### src/rtl/axis_pkg.sv
// Shared segment definitions for the axis motion path.
// Purpose: one place for segment field widths, the packed 98-bit storage
//   layout and the pack/unpack helpers. The engine and the register file
//   import this package, as does the segment queue.
// Contents:
//   DIR_W / ACC_W / CNT_W  field widths (direction, acceleration, sample counts)
//   SEG_W                  width of one stored segment word
//   *_LSB                  bit offsets of each field inside a segment word
//   segment_t              the segment as a struct
//   seg_pack / seg_unpack  struct <-> storage word conversion
package axis_pkg;

  localparam int DIR_W = 2;
  localparam int ACC_W = 32;
  localparam int CNT_W = 32;
  localparam int SEG_W = DIR_W + ACC_W + 2 * CNT_W;  // 98

  // Storage word layout, LSB first: cruise | accel | acceleration | direction
  localparam int CRUISE_LSB = 0;
  localparam int ACCEL_LSB  = CRUISE_LSB + CNT_W;
  localparam int ACC_LSB    = ACCEL_LSB + CNT_W;
  localparam int DIR_LSB    = ACC_LSB + ACC_W;

  // Fields are kept unsigned here; the signed view of direction and
  // acceleration is applied at the module ports.
  typedef struct packed {
    logic [DIR_W-1:0] direction;
    logic [ACC_W-1:0] acceleration;
    logic [CNT_W-1:0] accel_samples;
    logic [CNT_W-1:0] cruise_samples;
  } segment_t;

  function automatic logic [SEG_W-1:0] seg_pack(input segment_t s);
    logic [SEG_W-1:0] w;
    w = '0;
    w[DIR_LSB    +: DIR_W] = s.direction;
    w[ACC_LSB    +: ACC_W] = s.acceleration;
    w[ACCEL_LSB  +: CNT_W] = s.accel_samples;
    w[CRUISE_LSB +: CNT_W] = s.cruise_samples;
    return w;
  endfunction

  function automatic segment_t seg_unpack(input logic [SEG_W-1:0] w);
    segment_t s;
    s.direction      = w[DIR_LSB    +: DIR_W];
    s.acceleration   = w[ACC_LSB    +: ACC_W];
    s.accel_samples  = w[ACCEL_LSB  +: CNT_W];
    s.cruise_samples = w[CRUISE_LSB +: CNT_W];
    return s;
  endfunction

endpackage

### src/rtl/axis_seg_fifo.sv
// Synchronous segment FIFO with a combinational head read.
// Purpose: holds DEPTH packed segments; the caller decides when a push or
//   pop is legal, this block only moves pointers and the level counter.
// Ports:
//   clk, rst        clock, synchronous active-high reset
//   push, pop       write wr_data / retire the head entry this cycle
//   flush           empty the FIFO (wins over push and pop)
//   wr_data         packed segment to store
//   head_data       entry at the read pointer (valid when !empty)
//   level           entries held, 0..DEPTH
//   full, empty     level == DEPTH / level == 0
module axis_seg_fifo
  import axis_pkg::*;
#(
  parameter int DEPTH  = 16,
  parameter int ADDR_W = $clog2(DEPTH)
) (
  input  logic              clk,
  input  logic              rst,
  input  logic              push,
  input  logic              pop,
  input  logic              flush,
  input  logic [SEG_W-1:0]  wr_data,
  output logic [SEG_W-1:0]  head_data,
  output logic [ADDR_W:0]   level,
  output logic              full,
  output logic              empty
);

  localparam logic [ADDR_W:0] FULL_LEVEL = (ADDR_W + 1)'(DEPTH);

  logic [SEG_W-1:0]  mem_q [DEPTH];
  logic [ADDR_W-1:0] wr_ptr_q, wr_ptr_d;
  logic [ADDR_W-1:0] rd_ptr_q, rd_ptr_d;
  logic [ADDR_W:0]   level_q,  level_d;

  // Pointers wrap naturally modulo DEPTH because DEPTH is a power of two.
  always_comb begin
    // NOTE: every comb output gets a default first so no path can infer a latch.
    wr_ptr_d = wr_ptr_q;
    rd_ptr_d = rd_ptr_q;
    level_d  = level_q;
    if (flush) begin
      wr_ptr_d = '0;
      rd_ptr_d = '0;
      level_d  = '0;
    end else begin
      if (push) wr_ptr_d = wr_ptr_q + 1'b1;
      if (pop)  rd_ptr_d = rd_ptr_q + 1'b1;
      case ({push, pop})
        2'b10:   level_d = level_q + 1'b1;
        2'b01:   level_d = level_q - 1'b1;
        default: level_d = level_q;  // idle, or push+pop cancel out
      endcase
    end
  end

  always_ff @(posedge clk) begin
    // NOTE: state flops take non-blocking assignments so all of them update
    // from pre-edge values, independent of statement order.
    if (rst) begin
      wr_ptr_q <= '0;
      rd_ptr_q <= '0;
      level_q  <= '0;
    end else begin
      wr_ptr_q <= wr_ptr_d;
      rd_ptr_q <= rd_ptr_d;
      level_q  <= level_d;
    end
  end

  // NOTE: the storage array is deliberately not reset; only pointers and level
  // define which entries are valid, so stale data is never observable.
  always_ff @(posedge clk) begin
    if (push && !flush) mem_q[wr_ptr_q] <= wr_data;
  end

  assign head_data = mem_q[rd_ptr_q];
  assign level     = level_q;
  assign full      = (level_q == FULL_LEVEL);
  assign empty     = (level_q == '0);

endmodule

### src/rtl/axis_segment_queue.sv
// Per-axis segment queue feeding one motion engine.
// Purpose: buffers host-written segments and offers them one at a time on
//   the engine's prgmReq/prgmAck handshake so moves chain back-to-back.
//   Also reports fill level, sticky overflow/starved flags and a wrapping
//   count of segments the engine has taken.
// Ports:
//   clk, rst                  clock, synchronous active-high reset
//   wrEn, wr*                 push one segment (direction, acceleration,
//                             accel-phase and cruise-phase sample counts)
//   enable                    allow requests to the engine
//   flush                     discard all queued segments
//   clrStatus                 clear overflow / starved
//   level, full, empty        fill status
//   overflow                  sticky: a write was dropped on a full queue
//   starved                   sticky: engine went idle, queue empty, enabled
//   acceptCount               segments taken by the engine (wraps)
//   prgmReq, prgm*            head segment offered to the engine
//   prgmAck                   one-cycle pulse: engine took the head
//   axisBusy                  engine is executing a segment
module axis_segment_queue
  import axis_pkg::*;
#(
  parameter int DEPTH  = 16,
  parameter int ADDR_W = $clog2(DEPTH)
) (
  input  logic                    clk,
  input  logic                    rst,
  input  logic                    wrEn,
  input  logic signed [DIR_W-1:0] wrDirection,
  input  logic signed [ACC_W-1:0] wrAcceleration,
  input  logic [CNT_W-1:0]        wrAccelSamples,
  input  logic [CNT_W-1:0]        wrCruiseSamples,
  input  logic                    enable,
  input  logic                    flush,
  input  logic                    clrStatus,
  output logic [ADDR_W:0]         level,
  output logic                    full,
  output logic                    empty,
  output logic                    overflow,
  output logic                    starved,
  output logic [31:0]             acceptCount,
  output logic                    prgmReq,
  input  logic                    prgmAck,
  output logic signed [DIR_W-1:0] prgmDirection,
  output logic signed [ACC_W-1:0] prgmAcceleration,
  output logic [CNT_W-1:0]        prgmAccelSamples,
  output logic [CNT_W-1:0]        prgmCruiseSamples,
  input  logic                    axisBusy
);

  segment_t          wr_seg;
  segment_t          head_seg;
  logic [SEG_W-1:0]  head_word;
  logic [ADDR_W:0]   fifo_level;
  logic              fifo_full;
  logic              fifo_empty;

  logic              pop;
  logic              push;
  logic              overflow_set;
  logic              starved_set;

  logic              prgm_req_q,     prgm_req_d;
  segment_t          prgm_seg_q,     prgm_seg_d;
  logic              overflow_q,     overflow_d;
  logic              starved_q,      starved_d;
  logic              busy_prev_q,    busy_prev_d;
  logic [31:0]       accept_count_q, accept_count_d;

  always_comb begin
    wr_seg.direction      = wrDirection;
    wr_seg.acceleration   = wrAcceleration;
    wr_seg.accel_samples  = wrAccelSamples;
    wr_seg.cruise_samples = wrCruiseSamples;
  end

  axis_seg_fifo #(
    .DEPTH  (DEPTH),
    .ADDR_W (ADDR_W)
  ) u_fifo (
    .clk       (clk),
    .rst       (rst),
    .push      (push),
    .pop       (pop),
    .flush     (flush),
    .wr_data   (seg_pack(wr_seg)),
    .head_data (head_word),
    .level     (fifo_level),
    .full      (fifo_full),
    .empty     (fifo_empty)
  );

  assign head_seg = seg_unpack(head_word);

  // An ack only counts while a request is actually outstanding; a stray ack
  // (e.g. one arriving just after reset) neither pops nor counts.
  // A full queue still takes a write when the head leaves in the same cycle.
  always_comb begin
    pop          = prgmAck && prgm_req_q;
    push         = wrEn && !flush && (!fifo_full || pop);
    overflow_set = wrEn && !flush && fifo_full && !pop;
    starved_set  = busy_prev_q && !axisBusy && fifo_empty && enable;
  end

  // Request/field next state. The request uses the registered empty flag, so
  // a push into an empty queue raises prgmReq one edge after the push, and an
  // ack leaves prgmReq low for exactly one cycle. Fields only reload on
  // non-ack edges, when the read pointer is stable, so they cannot move
  // while prgmReq is high.
  always_comb begin
    prgm_req_d = prgm_req_q;
    prgm_seg_d = prgm_seg_q;
    if (pop) begin
      prgm_req_d = 1'b0;
    end else begin
      prgm_req_d = enable && !fifo_empty && !flush;
      prgm_seg_d = head_seg;
    end
  end

  // Status next state: a set in the same cycle beats clrStatus.
  always_comb begin
    overflow_d     = overflow_q;
    starved_d      = starved_q;
    if (overflow_set)   overflow_d = 1'b1;
    else if (clrStatus) overflow_d = 1'b0;
    if (starved_set)    starved_d  = 1'b1;
    else if (clrStatus) starved_d  = 1'b0;
    accept_count_d = pop ? accept_count_q + 32'd1 : accept_count_q;
    busy_prev_d    = axisBusy;
  end

  always_ff @(posedge clk) begin
    if (rst) begin
      prgm_req_q     <= 1'b0;
      prgm_seg_q     <= '0;
      overflow_q     <= 1'b0;
      starved_q      <= 1'b0;
      accept_count_q <= '0;
      busy_prev_q    <= 1'b0;
    end else begin
      prgm_req_q     <= prgm_req_d;
      prgm_seg_q     <= prgm_seg_d;
      overflow_q     <= overflow_d;
      starved_q      <= starved_d;
      accept_count_q <= accept_count_d;
      busy_prev_q    <= busy_prev_d;
    end
  end

  assign level             = fifo_level;
  assign full              = fifo_full;
  assign empty             = fifo_empty;
  assign overflow          = overflow_q;
  assign starved           = starved_q;
  assign acceptCount       = accept_count_q;
  assign prgmReq           = prgm_req_q;
  assign prgmDirection     = prgm_seg_q.direction;
  assign prgmAcceleration  = prgm_seg_q.acceleration;
  assign prgmAccelSamples  = prgm_seg_q.accel_samples;
  assign prgmCruiseSamples = prgm_seg_q.cruise_samples;

endmodule

### config.mk
export PLATFORM = sky130hd
export DESIGN_NAME = axis_segment_queue
export DESIGN_NICKNAME = d
export VERILOG_FILES = /design/src/rtl/axis_pkg.sv /design/src/rtl/axis_seg_fifo.sv /design/src/rtl/axis_segment_queue.sv
export SDC_FILE = /design/constraint.sdc
export NUM_CORES = 2
export LEC_CHECK = 0
export ABC_AREA = 1
export CAP_MARGIN = 40
export CORE_UTILIZATION = 29
export CTS_CLUSTER_DIAMETER = 30
export DETAILED_ROUTE_END_ITERATION = 10
export PLACE_DENSITY = 0.48
export SYNTH_ARGS = -nofsm -noshare
export SYNTH_HDL_FRONTEND = slang
export SYNTH_SLANG_ARGS = --single-unit
### constraint.sdc
create_clock -name clk -period 9.16 [get_ports clk]
set_input_delay 1.832 -clock clk [delete_from_list [all_inputs] [get_ports clk]]
set_output_delay 1.832 -clock clk [all_outputs]
set_load 0.1 [all_outputs]
==> flow_summary.toml <==
[yosys]
ys_warn_count = 0
syn_area_sq_um = 68450
syn_inst = 5894
synth_top_family_by_area = "simple AND/OR/NAND/NOR gates"
syn_area_per_cell_sq_um = 11.61
synth-compound-area-share_pct = 1.590
ys_ff_latch = 1715
synth_mux_area_share_pct = 0
synthAdderAreaFrac_pct = 0.1462
synth_cell_types = 35
synthDominantCellAreaShare_pct = 68.78
yosys.area.top_type = "edfxtp_1"
ys_seq_area_share_pct = 73.08
yosys.area_share.simple_pct = 21.53
synth-xor-area-share_pct = 0.05118
netlist_top_cells_area = "edfxtp_1 (69%), nand2_1 (11%), nand3_1 (9.4%), dfxtp_1 (4.3%), buf_2 (1.5%)"
syn_nets = 6008

[worst_setup_path]
cp-start-kind = "primary input"
worstPathMaxFanout = 38
path_class = "primary input to register"
cp.required_ns = 9.71
reg2regPathDepth = 11
rrSetupSlack_ns = 5.22
cp-end-kind = "register"
reg2reg_from = "u_fifo.rd_ptr_q[1]"
r2r_end = "prgmAccelSamples[8]"
worstPathArrival_ns = 5.14

[die]
core_sq_um = 233600
num_rows = 177
die_w_um = 487.9
dieArea_sq_um = 238000
start_util_pct = 29.30
ios = 246
dieHeight_um = 487.9

[min_path]
min_path_cells = 2
holdCritPathClass = "register to register"
hold-path-endpoint = "acceptCount[6]"
hp-start = "acceptCount[5]"

[global_route]
grt_pass1_vias = 45960
grt_first_pass_wirelength_um = 301700
grt-ovfl-total = 0
antenna_found_initial = 20
grt_max_degree = 191
grt_usage_pct = 16.90

[sta]
rsz0062_at_grt = "false"
relSlewSlack_pct = 33.43
final-setup-viol-count = 0
fin_setup_tns_ns = 0
fin_skew_ns = 0.08709
tightest_slew_ns = 0.9986
final_max_slew_viol_count = 0
hold_violations = 0
max_freq_mhz = 217.8
fin_crit_ns = 4.590
fin_crit_sh_pct = 50.11

[clocking]
clkTransAtPathRegs_ns = 0.04
clk_latency_ns = 0.97
cts-root-buf = "clkbuf_16"
cts_tree = "built"
cts_setup_buffers = 0
clk_path_buf_depth = 4
htreeDepth = 5
cts_resized = 0
clock-sinks = 1715
cts_buffers = 401
cts-hold-fix-buffers = 0

[routing]
wl_per_cell_um = 20.55
drc = 0
drt-initial-drc-count = 3166
ant_nets = 0
vias = 46330
viasPerCell = 4.684
drt_wl_total_um = 203300
first_pass_iters = 5

[power]
total_power_mw = 22.88
p_seq_share_pct = 37.9
swShare_pct = 20.68
ir_drop_v = 0.0001312
p_int_mw = 18.15
power.share.clock_pct = 59.0
switching_power_mw = 4.733
powerDensity_nw_per_um2 = 253.9
p_comb_share_pct = 3.1
cellLeakagePower_nw = 33.37

[finish]
final_nets = 6544
design_area_sq_um = 90120
register_area_sq_um = 50040
num-fill-cells = 22230
utilization_pct = 38.57
syn2layout_area_growth_pct = 31.65
drive_gt1_share_pct = 12.96
multi_input_area_sq_um = 16090

[placement]
postPlaceCellArea_sq_um = 77170
gp_congestion = 0.7607
port_buffers = 245
hpwl_um = 110700

[status]
outcome = "finished clean"

[flow_run]
drv_cap = 0
[metrics by stage]
| step | instances | hold slack, ns | worst slack (ns) |
|---|---|---|---|
| after floorplan | 5894 | 0.4556 | 1.928 |
| after global placement | 8983 | 0.4601 | 3.102 |
| after detailed placement | 9159 | 0.4704 | 3.542 |
| after CTS | 9884 | 0.4782 | 4.551 |
| after global routing | 9886 | 0.4950 | 4.413 |
| final | 9891 | 0.4793 | 4.570 |
[critical path, stage by stage]
cell and delay (ns):
clkdlybuf4s50_1 0.51, nand2_4 0.28, a21oi_2 0.66, nand2_1 0.43
nor2_4 0.18, buf_4 0.52, buf_4 0.66
[worst max path at each step]
stage,from,endpoint,cells past startpoint
global route,prgmAck,u_fifo.mem_q[1][24],7
detailed placement,prgmAck,u_fifo.mem_q[1][39],7
global placement,prgmAck,u_fifo.mem_q[14][64],6
floorplan,prgmAck,u_fifo.mem_q[11][0],5
finish,prgmAck,u_fifo.mem_q[1][24],7
CTS,prgmAck,u_fifo.mem_q[1][24],7
[kinds of logic after synthesis]
kind of cell | Yosys count
AND/OR/NAND/NOR | 3470
XOR/XNOR | 4
buffers and inverters | 533
flip-flops | 1715
adder cells (fa/ha/maj) | 8
AO/OA/AOI/OAI | 164
[cell usage after synthesis]
cell          n
nand2_1    2071
edfxtp_1   1568
nand3_1    1280
buf_2       205
inv_1       164
dfxtp_1     147
o211ai_1     96
nor2_1       79
clkbuf_1     61
buf_1        49
buf_4        43
a21oi_1      30
o21ai_0      26
nor3_1       17
ha_1          8
buf_6         6
nand3b_1      5
nand4_1       5
inv_2         4
nor3b_1       4
nor4_1        4
xor2_1        4
a21boi_0      2
a31oi_1       2
nor3_4        2
o21bai_1      2
o22ai_1       2
a21oi_2       1
inv_4         1
nand2_2       1
nor2_2        1
o2111ai_1     1
o211a_1       1
o21ai_1       1
or2_2         1
[state kept, by name, summed over array words and instances, names as in the netlist, 4 cells and up]
register           count
u_fifo.mem_q        1568
prgmCruiseSamples     32
prgmAccelSamples      32
u_fifo.level           5
u_fifo.wr_ptr_q        4
acceptCount           32
prgmAcceleration      32
u_fifo.rd_ptr_q        4
[per-layer routing]
| layer | vias up | GRT usage [%] | part of all wire [%] |
|---|---|---|---|
| met2 | 1321 | 27.43 | 47 |
| met5 | - | 0 | 0.017 |
| met4 | 6 | 5.493 | 2.5 |
| met1 | 22750 | 22.77 | 45 |
| li1 | 21860 | - | - |
| met3 | 390 | 2.993 | 5.2 |
[layout make-up]
class / instances / share of cell area, %
clock inverter: 213 / 2.353
sequential: 1715 / 55.53
multi-input combinational: 3646 / 17.85
clock buffer: 512 / 12.00
antenna: 7 / 0.01944
tap: 3132 / 4.348
timing repair buffer: 497 / 7.146
inverter: 169 / 0.7497
[power groups by stage]
stage | clock network, mW | registers (mW) | logic [mW]
final | 13.5 | 8.67 | 0.712
after CTS | 13.7 | 8.67 | 0.724
after floorplan | 0 | 8.97 | 0.142
after detailed placement | 0 | 8.80 | 0.722
after global routing | 14.1 | 8.66 | 0.760
after global placement | 0 | 8.80 | 0.609
[cell usage in the layout, fill, tap and decap left out, types with 4 or more instances in the layout]
master / n
nand2_1: 2070
edfxtp_1: 1568
nand3_1: 1280
clkbuf_16: 406
clkdlybuf4s50_1: 244
inv_1: 164
dfxtp_1: 143
buf_8: 110
o211ai_1: 96
clkbuf_1: 80
clkinv_2: 76
buf_4: 73
nor2_1: 63
clkinv_1: 55
buf_16: 54
bufinv_16: 39
a21oi_1: 30
o21ai_0: 26
clkinvlp_4: 26
clkbuf_8: 26
nor3_1: 17
nor2_4: 16
buf_12: 15
inv_6: 10
ha_1: 8
diode_2: 7
clkinv_4: 7
nand4_1: 5
nand3b_1: 5
nor3b_1: 4
nor4_1: 4
xor2_1: 4
dfxtp_4: 4
(Power assumes the default switching activity.)
